**config.mk**
```make
export PLATFORM = sky130hd
export DESIGN_NAME = uart_tx_arb
export DESIGN_NICKNAME = d
export VERILOG_FILES = /design/src/rtl/uart_pkg.sv /design/src/rtl/uart_tx_arb_rr_pick.sv /design/src/rtl/uart_tx_arb.sv
export SDC_FILE = /design/constraint.sdc
export NUM_CORES = 1
export LEC_CHECK = 0
export ABC_AREA = 1
export BUFFER_PORTS_ARGS = -buffer_cell sky130_fd_sc_hd__buf_4
export CAP_MARGIN = 25
export CORE_ASPECT_RATIO = 0.75
export CORE_MARGIN = 4
export CORE_UTILIZATION = 35
export CTS_CLUSTER_SIZE = 10
export DETAILED_ROUTE_END_ITERATION = 10
export GPL_ROUTABILITY_DRIVEN = 1
export PLACE_DENSITY_LB_ADDON = 0.12
export SLEW_MARGIN = 10
export SYNTH_ARGS = -nofsm -noshare
export SYNTH_HDL_FRONTEND = slang
export SYNTH_HIERARCHICAL = 1
export SYNTH_SLANG_ARGS = --single-unit
```
**constraint.sdc**
```tcl
create_clock -name clk -period 7.2 [get_ports clk]
set_clock_uncertainty 0.15 [all_clocks]
set_input_delay 1.44 -clock clk [delete_from_list [all_inputs] [get_ports clk]]
set_output_delay 1.44 -clock clk [all_outputs]
set_load 0.01 [all_outputs]
```
**src/rtl/uart_pkg.sv**
```systemverilog
// Shared definitions for the UART transmit arbiter: byte/grant widths,
// FSM state encoding and the cyclic index helper.
package uart_pkg;

    localparam int BYTE_W  = 8;
    localparam int GRANT_W = 3;

    typedef logic [2:0] state_t;

    localparam state_t ST_IDLE      = 3'd0;
    localparam state_t ST_START     = 3'd1;
    localparam state_t ST_WAIT_BUSY = 3'd2;
    localparam state_t ST_WAIT_STOP = 3'd3;
    localparam state_t ST_DONE      = 3'd4;
    localparam state_t ST_GAP       = 3'd5;

    // Next requester index after idx, wrapping n-1 back to 0.
    function automatic logic [GRANT_W-1:0] wrap_inc(input logic [GRANT_W-1:0] idx,
                                                    input int n);
        int v;
        v = int'(idx) + 1;
        if (v >= n) v = 0;
        return GRANT_W'(v);
    endfunction

endpackage

```
**src/rtl/uart_tx_arb_rr_pick.sv**
```systemverilog
// Combinational round-robin selector: first requester with req set,
// scanning ptr, ptr+1, ... modulo N_REQ.
module rr_pick
    import uart_pkg::*;
#(
    parameter int N_REQ = 4
) (
    input  logic [N_REQ-1:0]   req_i,
    input  logic [GRANT_W-1:0] ptr_i,
    output logic [GRANT_W-1:0] grant_o,
    output logic               valid_o
);

    logic [N_REQ-1:0]   rot;
    logic [GRANT_W-1:0] off;
    logic [GRANT_W:0]   sum;

    always_comb begin
        // Rotate so that bit 0 of rot is the requester at the pointer.
        rot = N_REQ'({req_i, req_i} >> ptr_i);
        off = '0;
        for (int k = N_REQ - 1; k >= 0; k--) begin
            if (rot[k]) off = GRANT_W'(k);
        end
        sum = {1'b0, ptr_i} + {1'b0, off};
        if (sum >= (GRANT_W + 1)'(N_REQ)) sum = sum - (GRANT_W + 1)'(N_REQ);
        grant_o = sum[GRANT_W-1:0];
        valid_o = |req_i;
    end

endmodule

```
**src/rtl/uart_tx_arb.sv**
```systemverilog
// Shares one UART byte transmitter among N_REQ requesters: round-robin grant,
// start pulse, hold byte for the frame, ack on end-of-frame, timeout abort.
module uart_tx_arb
    import uart_pkg::*;
#(
    parameter int N_REQ   = 4,
    parameter int GAP_CYC = 0,
    parameter int TIMEOUT = 1000000
) (
    input  logic                    clk,
    input  logic                    rst_n,
    input  logic [N_REQ-1:0]        req,
    input  logic [BYTE_W*N_REQ-1:0] dat_in,
    output logic [N_REQ-1:0]        ack,
    output logic                    tx_st,
    output logic [BYTE_W-1:0]       tx_dat,
    input  logic                    tx_busy,
    input  logic                    tx_ce_stop,
    output logic [GRANT_W-1:0]      grant_id,
    output logic                    busy,
    output logic                    err_to,
    output logic [2:0]              state_dbg
);

    localparam logic [31:0] TO_LAST  = 32'(TIMEOUT - 1);
    localparam logic [15:0] GAP_LAST = 16'(GAP_CYC - 1);

    state_t             state_q, state_d;
    logic [GRANT_W-1:0] ptr_q, ptr_d;
    logic [GRANT_W-1:0] grant_q, grant_d;
    logic [BYTE_W-1:0]  dat_q, dat_d;
    logic [31:0]        to_cnt_q, to_cnt_d;
    logic [15:0]        gap_cnt_q, gap_cnt_d;

    logic [GRANT_W-1:0] pick_grant;
    logic               pick_valid;
    logic               in_wait;
    logic               timeout_hit;

    rr_pick #(.N_REQ(N_REQ)) u_pick (
        .req_i   (req),
        .ptr_i   (ptr_q),
        .grant_o (pick_grant),
        .valid_o (pick_valid)
    );

    assign in_wait     = (state_q == ST_WAIT_BUSY) || (state_q == ST_WAIT_STOP);
    assign timeout_hit = in_wait && (to_cnt_q == TO_LAST);

    always_comb begin
        state_d   = state_q;
        ptr_d     = ptr_q;
        grant_d   = grant_q;
        dat_d     = dat_q;
        to_cnt_d  = to_cnt_q;
        gap_cnt_d = gap_cnt_q;
        case (state_q)
            ST_IDLE: begin
                if (pick_valid) begin
                    grant_d = pick_grant;
                    dat_d   = BYTE_W'(dat_in >> {pick_grant, 3'b000});
                    state_d = ST_START;
                end
            end
            ST_START: begin
                to_cnt_d = '0;
                state_d  = ST_WAIT_BUSY;
            end
            ST_WAIT_BUSY: begin
                if (timeout_hit) begin
                    ptr_d   = wrap_inc(grant_q, N_REQ);
                    state_d = ST_IDLE;
                end else begin
                    to_cnt_d = to_cnt_q + 32'd1;
                    if (tx_busy) state_d = ST_WAIT_STOP;
                end
            end
            ST_WAIT_STOP: begin
                // End-of-frame beats a coincident timeout.
                if (tx_ce_stop) begin
                    state_d = ST_DONE;
                end else if (timeout_hit) begin
                    ptr_d   = wrap_inc(grant_q, N_REQ);
                    state_d = ST_IDLE;
                end else begin
                    to_cnt_d = to_cnt_q + 32'd1;
                end
            end
            ST_DONE: begin
                ptr_d     = wrap_inc(grant_q, N_REQ);
                gap_cnt_d = '0;
                state_d   = (GAP_CYC > 0) ? ST_GAP : ST_IDLE;
            end
            ST_GAP: begin
                if (gap_cnt_q == GAP_LAST) state_d = ST_IDLE;
                else gap_cnt_d = gap_cnt_q + 16'd1;
            end
            default: state_d = ST_IDLE;
        endcase
    end

    always_ff @(posedge clk or negedge rst_n) begin
        if (!rst_n) begin
            state_q   <= ST_IDLE;
            ptr_q     <= '0;
            grant_q   <= '0;
            dat_q     <= '0;
            to_cnt_q  <= '0;
            gap_cnt_q <= '0;
        end else begin
            state_q   <= state_d;
            ptr_q     <= ptr_d;
            grant_q   <= grant_d;
            dat_q     <= dat_d;
            to_cnt_q  <= to_cnt_d;
            gap_cnt_q <= gap_cnt_d;
        end
    end

    // Outputs decode straight from registered state so reset clears them at once.
    assign tx_st     = (state_q == ST_START);
    assign ack       = (state_q == ST_DONE) ? ({{(N_REQ-1){1'b0}}, 1'b1} << grant_q) : '0;
    assign err_to    = timeout_hit && !((state_q == ST_WAIT_STOP) && tx_ce_stop);
    assign busy      = (state_q != ST_IDLE);
    assign tx_dat    = dat_q;
    assign grant_id  = grant_q;
    assign state_dbg = state_q;

endmodule

```
==> results.yml, run 1 <==
synth:
  avgSynthCellArea_sq_um: 6.66
  synth_compound_area_share_pct: 12.0
  yosys.area_share.xor_xnor_pct: 1.17
  seq_area_frac_synth_pct: 36.3
  synth_fa_ha_area_share_pct: 2.96
  muxShareOfSynthArea_pct: 0
  synth.largest_area_cell: "dfrtp_1"
  yosysTopAreaCellShare_pct: 36.3
  synth-simple-area-share_pct: 38.6
  synth_nets: 722
  ys_ff_latch: 65
  synth_area_sq_um: 4480
  synth_top_family_by_area: "simple AND/OR/NAND/NOR gates"
  syn_inst: 672
  yosys.cell_types.count: 33
  yosys_warnings: 6
  synth_area_leaders: "dfrtp_1 (36%), nand2_1 (16%), nor2_1 (8.1%), inv_1 (6.5%), nand3_1 (6.2%)"
hold_path:
  hold_path_class: "flip-flop to flip-flop"
sta:
  slew_headroom_pct: 41.0
  period_share_pct: 54.6
  hold_viol: 0
  fmax_ghz: 0.255
  worstMarginPinSlew_ns: 0.885
  fin_crit_ns: 3.93
  rsz0062_at_grt: "no"
  setup_violations: 0
  slew_violations: 0
  setup_tns_ns: 0
cts:
  cts_tree: "done"
  clock-root-buffer: "clkbuf_16"
  clock_latency_ns: 0.33
  cts-hold-fix-buffers: 0
  clock_sinks: 65
  post_cts_resized: 0
  numCtsBuffers: 9
  clock_path_buffers: 2
  cts.htree.levels: 3
  path_clk_slew_ns: 0.05
  post_cts_buffers: 0
setup_path:
  cp_common_cell: "nand2_1"
  slowest_delay_ns: 0.57
  critPathRequiredTime_ns: 5.61
  startpoint_type: "flip-flop"
  cp.arrival_ns: 2.34
  path_cells: "nor2_2 -> nand2_1 -> nand2_2 -> nand3_2 -> nor2_4 -> nand2_1 -> inv_1 -> buf_4"
  path_class: "flip-flop to primary output"
  cpMaxStageDelayCell: "nand2_2"
  cp-end-kind: "primary output"
  cp_max_fo: 34
final_layout:
  n_fill_cell: 1287
  instances_no_fill: 901
  drive_above_1_share_pct: 13.3
  layout_common_cells: "nand2_1 (186), nor2_1 (96), inv_1 (77)"
  layout_commonest_cell: "nand2_1"
  finalInstanceArea_sq_um: 5410
  diodes: 0
  syn_to_final_growth_pct: 20.8
  nets: 780
floorplan:
  core_area_sq_um: 12400
  fp.dieH_microns: 106
  die-area_sq_um: 14700
  boundaryPins: 61
  placementRows: 35
  die_w_microns: 139
  start_util_pct: 36.1
placement:
  placed_area_sq_um: 5050
  gp_congestion: 0.914
  dpl.cell_count: 884
  dpl.hpwl_microns: 9620
  port_buffers: 60
route:
  drc: 0
  first_pass_iters: 6
  vias_per_cell: 5.11
  num_vias: 4600
  drt.antenna.violating_nets: 0
  post_drt_wl_per_cell_microns: 14.4
  drt_iter0_drc: 428
  wl_microns: 13000
global_routing:
  grt_max_degree: 66
  grt-ovfl-total: 0
  grt_antenna_before_repair: 0
  grt_pass1_vias: 4436
  grt_pass1_wl_microns: 21700
  grtUsageTotal_pct: 18.1
power_and_ir_drop:
  power_frac_clock_pct: 26.7
  power_w: 0.00180
  ir_drop_v: 0.000167
  switching_power_w: 0.000767
  intPower_w: 0.00103
  p_sw_share_pct: 42.6
  powerDensity_nw_per_um2: 333
  p_leak_nw: 2.48
  power_frac_seq_pct: 26.7
  comb_power_share_pct: 46.6
status:
  status: "complete, no violations"
flow_run:
  cap_violations: 0
-- stage by stage --
stage | hold slack, ns | setup slack [ns] | util, %
floorplan | 0.324 | 3.85 | -
global placement | 0.348 | 3.50 | 40.8
detailed placement | 0.350 | 3.37 | 40.8
CTS | 0.364 | 3.25 | 43.4
global route | 0.378 | 3.08 | 43.6
finish | 0.359 | 3.27 | 43.6
-- synth_stat cells, drive strengths merged --
cell / number
nand3: 56
dfrtp: 65
nand4: 28
nor3: 17
a21oi: 9
o21ai: 67
o22ai: 8
xor2: 5
o32ai: 1
o21bai: 1
xnor2: 1
nor2: 106
or2: 2
inv: 84
fa: 1
nand2: 187
ha: 9
buf: 10
o31ai: 2
clkbuf: 4
a22o: 8
nand3b: 1
-- worst paths after layout --
check,startpoint,to,slack (ns),cells past startpoint
worst max register to register,ptr_q[1]$_DFFE_PN0P_,tx_dat[0]$_DFFE_PN0P_,4.37,14
max in group asynchronous,rst_n,to_cnt_q[0]$_DFFE_PN0P_,5.24,1
worst min register to register,tx_dat[4]$_DFFE_PN0P_,tx_dat[4]$_DFFE_PN0P_,0.36,1
min in group asynchronous,rst_n,to_cnt_q[25]$_DFFE_PN0P_,1.05,1
worst min-delay path,tx_dat[4]$_DFFE_PN0P_,tx_dat[4]$_DFFE_PN0P_,0.36,1
worst max-delay path,state_dbg[2]$_DFFE_PN0P_,err_to,3.27,8
-- routing by layer --
metal | GRT usage [%] | vias to the layer above | wire length [microns]
met1 | 26.2 | 2145 | 6280
met4 | 3.95 | 0 | 101
met2 | 27.4 | 135 | 5660
met3 | 4.36 | 10 | 906
met5 | 0 | - | 0
li1 | - | 2310 | -
-- cells by family (layout without fill, tap and decap cells) --
| group | after synthesis | after routing |
|---|---|---|
| compound gates | 96 | 96 |
| xor+xnor | 6 | 6 |
| fa+ha+maj | 10 | 10 |
| buf+inv | 98 | 161 |
| flops | 65 | 65 |
| simple gates | 397 | 397 |
-- state kept, by name (all words and copies together) (netlist names) --
register	cells
state_dbg	3
ptr_q	3
grant_id	3
gap_cnt_q	16
tx_dat	8
to_cnt_q	32
-- power groups by stage --
| stage | Combinational (W) | Sequential (W) | Clock (W) |
|---|---|---|---|
| 6_report | 0.000838 | 0.000481 | 0.000481 |
| 5_1_grt | 0.000947 | 0.000492 | 0.000508 |
| 4_1_cts | 0.000815 | 0.000480 | 0.000490 |
| 3_5_place_dp | 0.000813 | 0.000484 | 0 |
| 3_3_place_gp | 0.000789 | 0.000486 | 0 |
| 2_1_floorplan | 0.000593 | 0.000489 | 0 |
-- cell type report --
| cell class | count | area, sq um | share of cell area [%] |
|---|---|---|---|
| Clock buffer | 14 | 264 | 4.88 |
| Clock inverter | 2 | 60.1 | 1.11 |
| Inverter | 84 | 315 | 5.83 |
| Multi-Input combinational cell | 509 | 2450 | 45.4 |
| Sequential cell | 65 | 1630 | 30.1 |
| Tap cell | 166 | 208 | 3.84 |
| Timing Repair Buffer | 61 | 478 | 8.84 |
-- critical path, delay by kind of cell, from the launching register on --
family	cells	cell delay, ns
and+or+nand+nor	6	1.35
DFF	1	0.45
buffers and inverters	2	0.19
Power figures use the tool's default switching activity.
==> inputs of run 2 (changes only) <==
==> constraint.sdc (replaced) <==
create_clock -name clk -period 3.3 [get_ports clk]
set_clock_uncertainty 0.15 [all_clocks]
set_input_delay 0.66 -clock clk [delete_from_list [all_inputs] [get_ports clk]]
set_output_delay 0.66 -clock clk [all_outputs]
set_load 0.01 [all_outputs]
==> results.yml, run 2 (synthesis gave the netlist of run 1 again) <==
cts:
  clock_sinks: 65
  cts_tree: "done"
  cts.htree.levels: 3
  clock_path_buffers: 2
  clock_latency_ns: 0.33
  clock-root-buffer: "clkbuf_16"
  post_cts_buffers: 0
  post_cts_resized: 0
  cts-hold-fix-buffers: 0
  numCtsBuffers: 9
  path_clk_slew_ns: 0.06
route:
  drt.antenna.violating_nets: 0
  post_drt_wl_per_cell_microns: 14.6
  first_pass_iters: 5
  drc: 0
  num_vias: 4604
  drt_iter0_drc: 440
  wl_microns: 13100
  vias_per_cell: 5.10
setup_path:
  slowest_delay_ns: 0.43
  path_cells: "ha_1 -> nand3_1 -> nor2_1 -> nand3_1 -> nor2_4 -> nand2_1 -> inv_1 -> buf_4"
  rr_endpoint: "tx_dat[0]$_DFFE_PN0P_"
  critPathLaunch: "to_cnt_q[0]$_DFFE_PN0P_"
  timing.critical_path.buf_inv: 2
  cpLargestDelayFamily: "simple AND/OR/NAND/NOR gates"
  path_class: "flip-flop to primary output"
  cp.arrival_ns: 2.08
  rr_worst_depth: 14
  cp.depth: 8
  cp_common_cell: "nand3_1"
  startpoint_type: "flip-flop"
  r2r_start: "ptr_q[1]$_DFFE_PN0P_"
  critPathRequiredTime_ns: 2.49
  crit_end: "err_to"
  cpMaxStageDelayCell: "dfrtp_1"
  regToRegSetupSlack_ns: 0.47
  cp_max_fo: 5
  cp-end-kind: "primary output"
placement:
  gp_congestion: 0.928
  dpl.hpwl_microns: 9970
  port_buffers: 60
flow_run:
  cap_violations: 0
power_and_ir_drop:
  power_frac_clock_pct: 26.8
  p_sw_share_pct: 42.6
  p_leak_nw: 2.49
  intPower_w: 0.00226
  ir_drop_v: 0.000338
  powerDensity_nw_per_um2: 729
  power_frac_seq_pct: 26.5
  power_w: 0.00394
  switching_power_w: 0.00168
  comb_power_share_pct: 46.7
floorplan:
  placementRows: 35
  die-area_sq_um: 14700
  boundaryPins: 61
  fp.dieH_microns: 106
  core_area_sq_um: 12400
  start_util_pct: 36.1
  die_w_microns: 139
final_layout:
  syn_to_final_growth_pct: 20.9
  layout_commonest_cell: "nand2_1"
  n_fill_cell: 1309
  regArea_sq_um: 1630
  nets: 782
  drive_above_1_share_pct: 13.6
  layout_common_cells: "nand2_1 (186), nor2_1 (96), inv_1 (77)"
  multiInputGateArea_sq_um: 2450
  largest_register_ff_count: 32
  regMostFlops: "to_cnt_q"
  diodes: 0
global_routing:
  grt-ovfl-total: 0
  grt_antenna_before_repair: 0
  grt_pass1_vias: 4403
  grt_pass1_wl_microns: 22100
  grtUsageTotal_pct: 18.4
  grt_max_degree: 66
hold_path:
  hold_path_class: "input port to async pin"
sta:
  setup_tns_ns: 0
  slew_violations: 0
  slew_headroom_pct: 43.6
  worstMarginPinSlew_ns: 0.846
  fin_crit_ns: 2.89
  hold_viol: 0
  fmax_ghz: 0.346
  period_share_pct: 87.6
  rsz0062_at_grt: "no"
  setup_violations: 0
status:
  status: "complete, no violations"
-- run 2: metrics by stage --
stage | util, % | hold WS (ns) | std cells | instance area [sq um] | setup slack [ns]
2_1_floorplan | - | 0.214 | 672 | 4480 | 0.729
3_3_place_gp | 41.1 | 0.344 | 887 | 5090 | 0.380
3_5_place_dp | 41.1 | 0.347 | 887 | 5090 | 0.263
4_1_cts | 43.7 | 0.338 | 903 | 5410 | 0.387
5_1_grt | 43.7 | 0.376 | 903 | 5410 | 0.127
6_report | 43.7 | 0.282 | 903 | 5410 | 0.408
-- run 2: worst min-delay path by stage --
stage | slack, ns | depth (start not counted) | from | end
after floorplan | 0.21 | 0 | rst_n | gap_cnt_q[0]$_DFFE_PN0P_
after global placement | 0.34 | 2 | gap_cnt_q[14]$_DFFE_PN0P_ | gap_cnt_q[14]$_DFFE_PN0P_
after detailed placement | 0.35 | 1 | tx_dat[2]$_DFFE_PN0P_ | tx_dat[2]$_DFFE_PN0P_
after CTS | 0.34 | 1 | rst_n | to_cnt_q[16]$_DFFE_PN0P_
after global routing | 0.38 | 1 | rst_n | to_cnt_q[16]$_DFFE_PN0P_
final | 0.28 | 1 | rst_n | gap_cnt_q[0]$_DFFE_PN0P_
-- run 2: metal layers --
metal	vias up	track usage, %	part of all wire, %
met5	-	0	0
met4	0	3.81	0.96
met3	14	3.37	6.1
met2	135	27.8	43
met1	2138	27.6	50
li1	2317	-	-
-- run 2: final cells by class --
| cell class | count | share of cell area, % |
|---|---|---|
| Timing Repair Buffer | 63 | 8.97 |
| Tap cell | 166 | 3.84 |
| Sequential cell | 65 | 30.1 |
| Inverter | 84 | 5.83 |
| Multi-Input combinational cell | 509 | 45.3 |
| Clock buffer | 14 | 4.88 |
| Clock inverter | 2 | 1.11 |
-- run 2: power groups by stage --
stage | Sequential (W) | Clock [W] | Combinational (W)
2_1_floorplan | 0.00107 | 0 | 0.00129
4_1_cts | 0.00105 | 0.00108 | 0.00185
3_5_place_dp | 0.00106 | 0 | 0.00185
6_report | 0.00105 | 0.00106 | 0.00184
3_3_place_gp | 0.00106 | 0 | 0.00179
5_1_grt | 0.00107 | 0.00111 | 0.00210
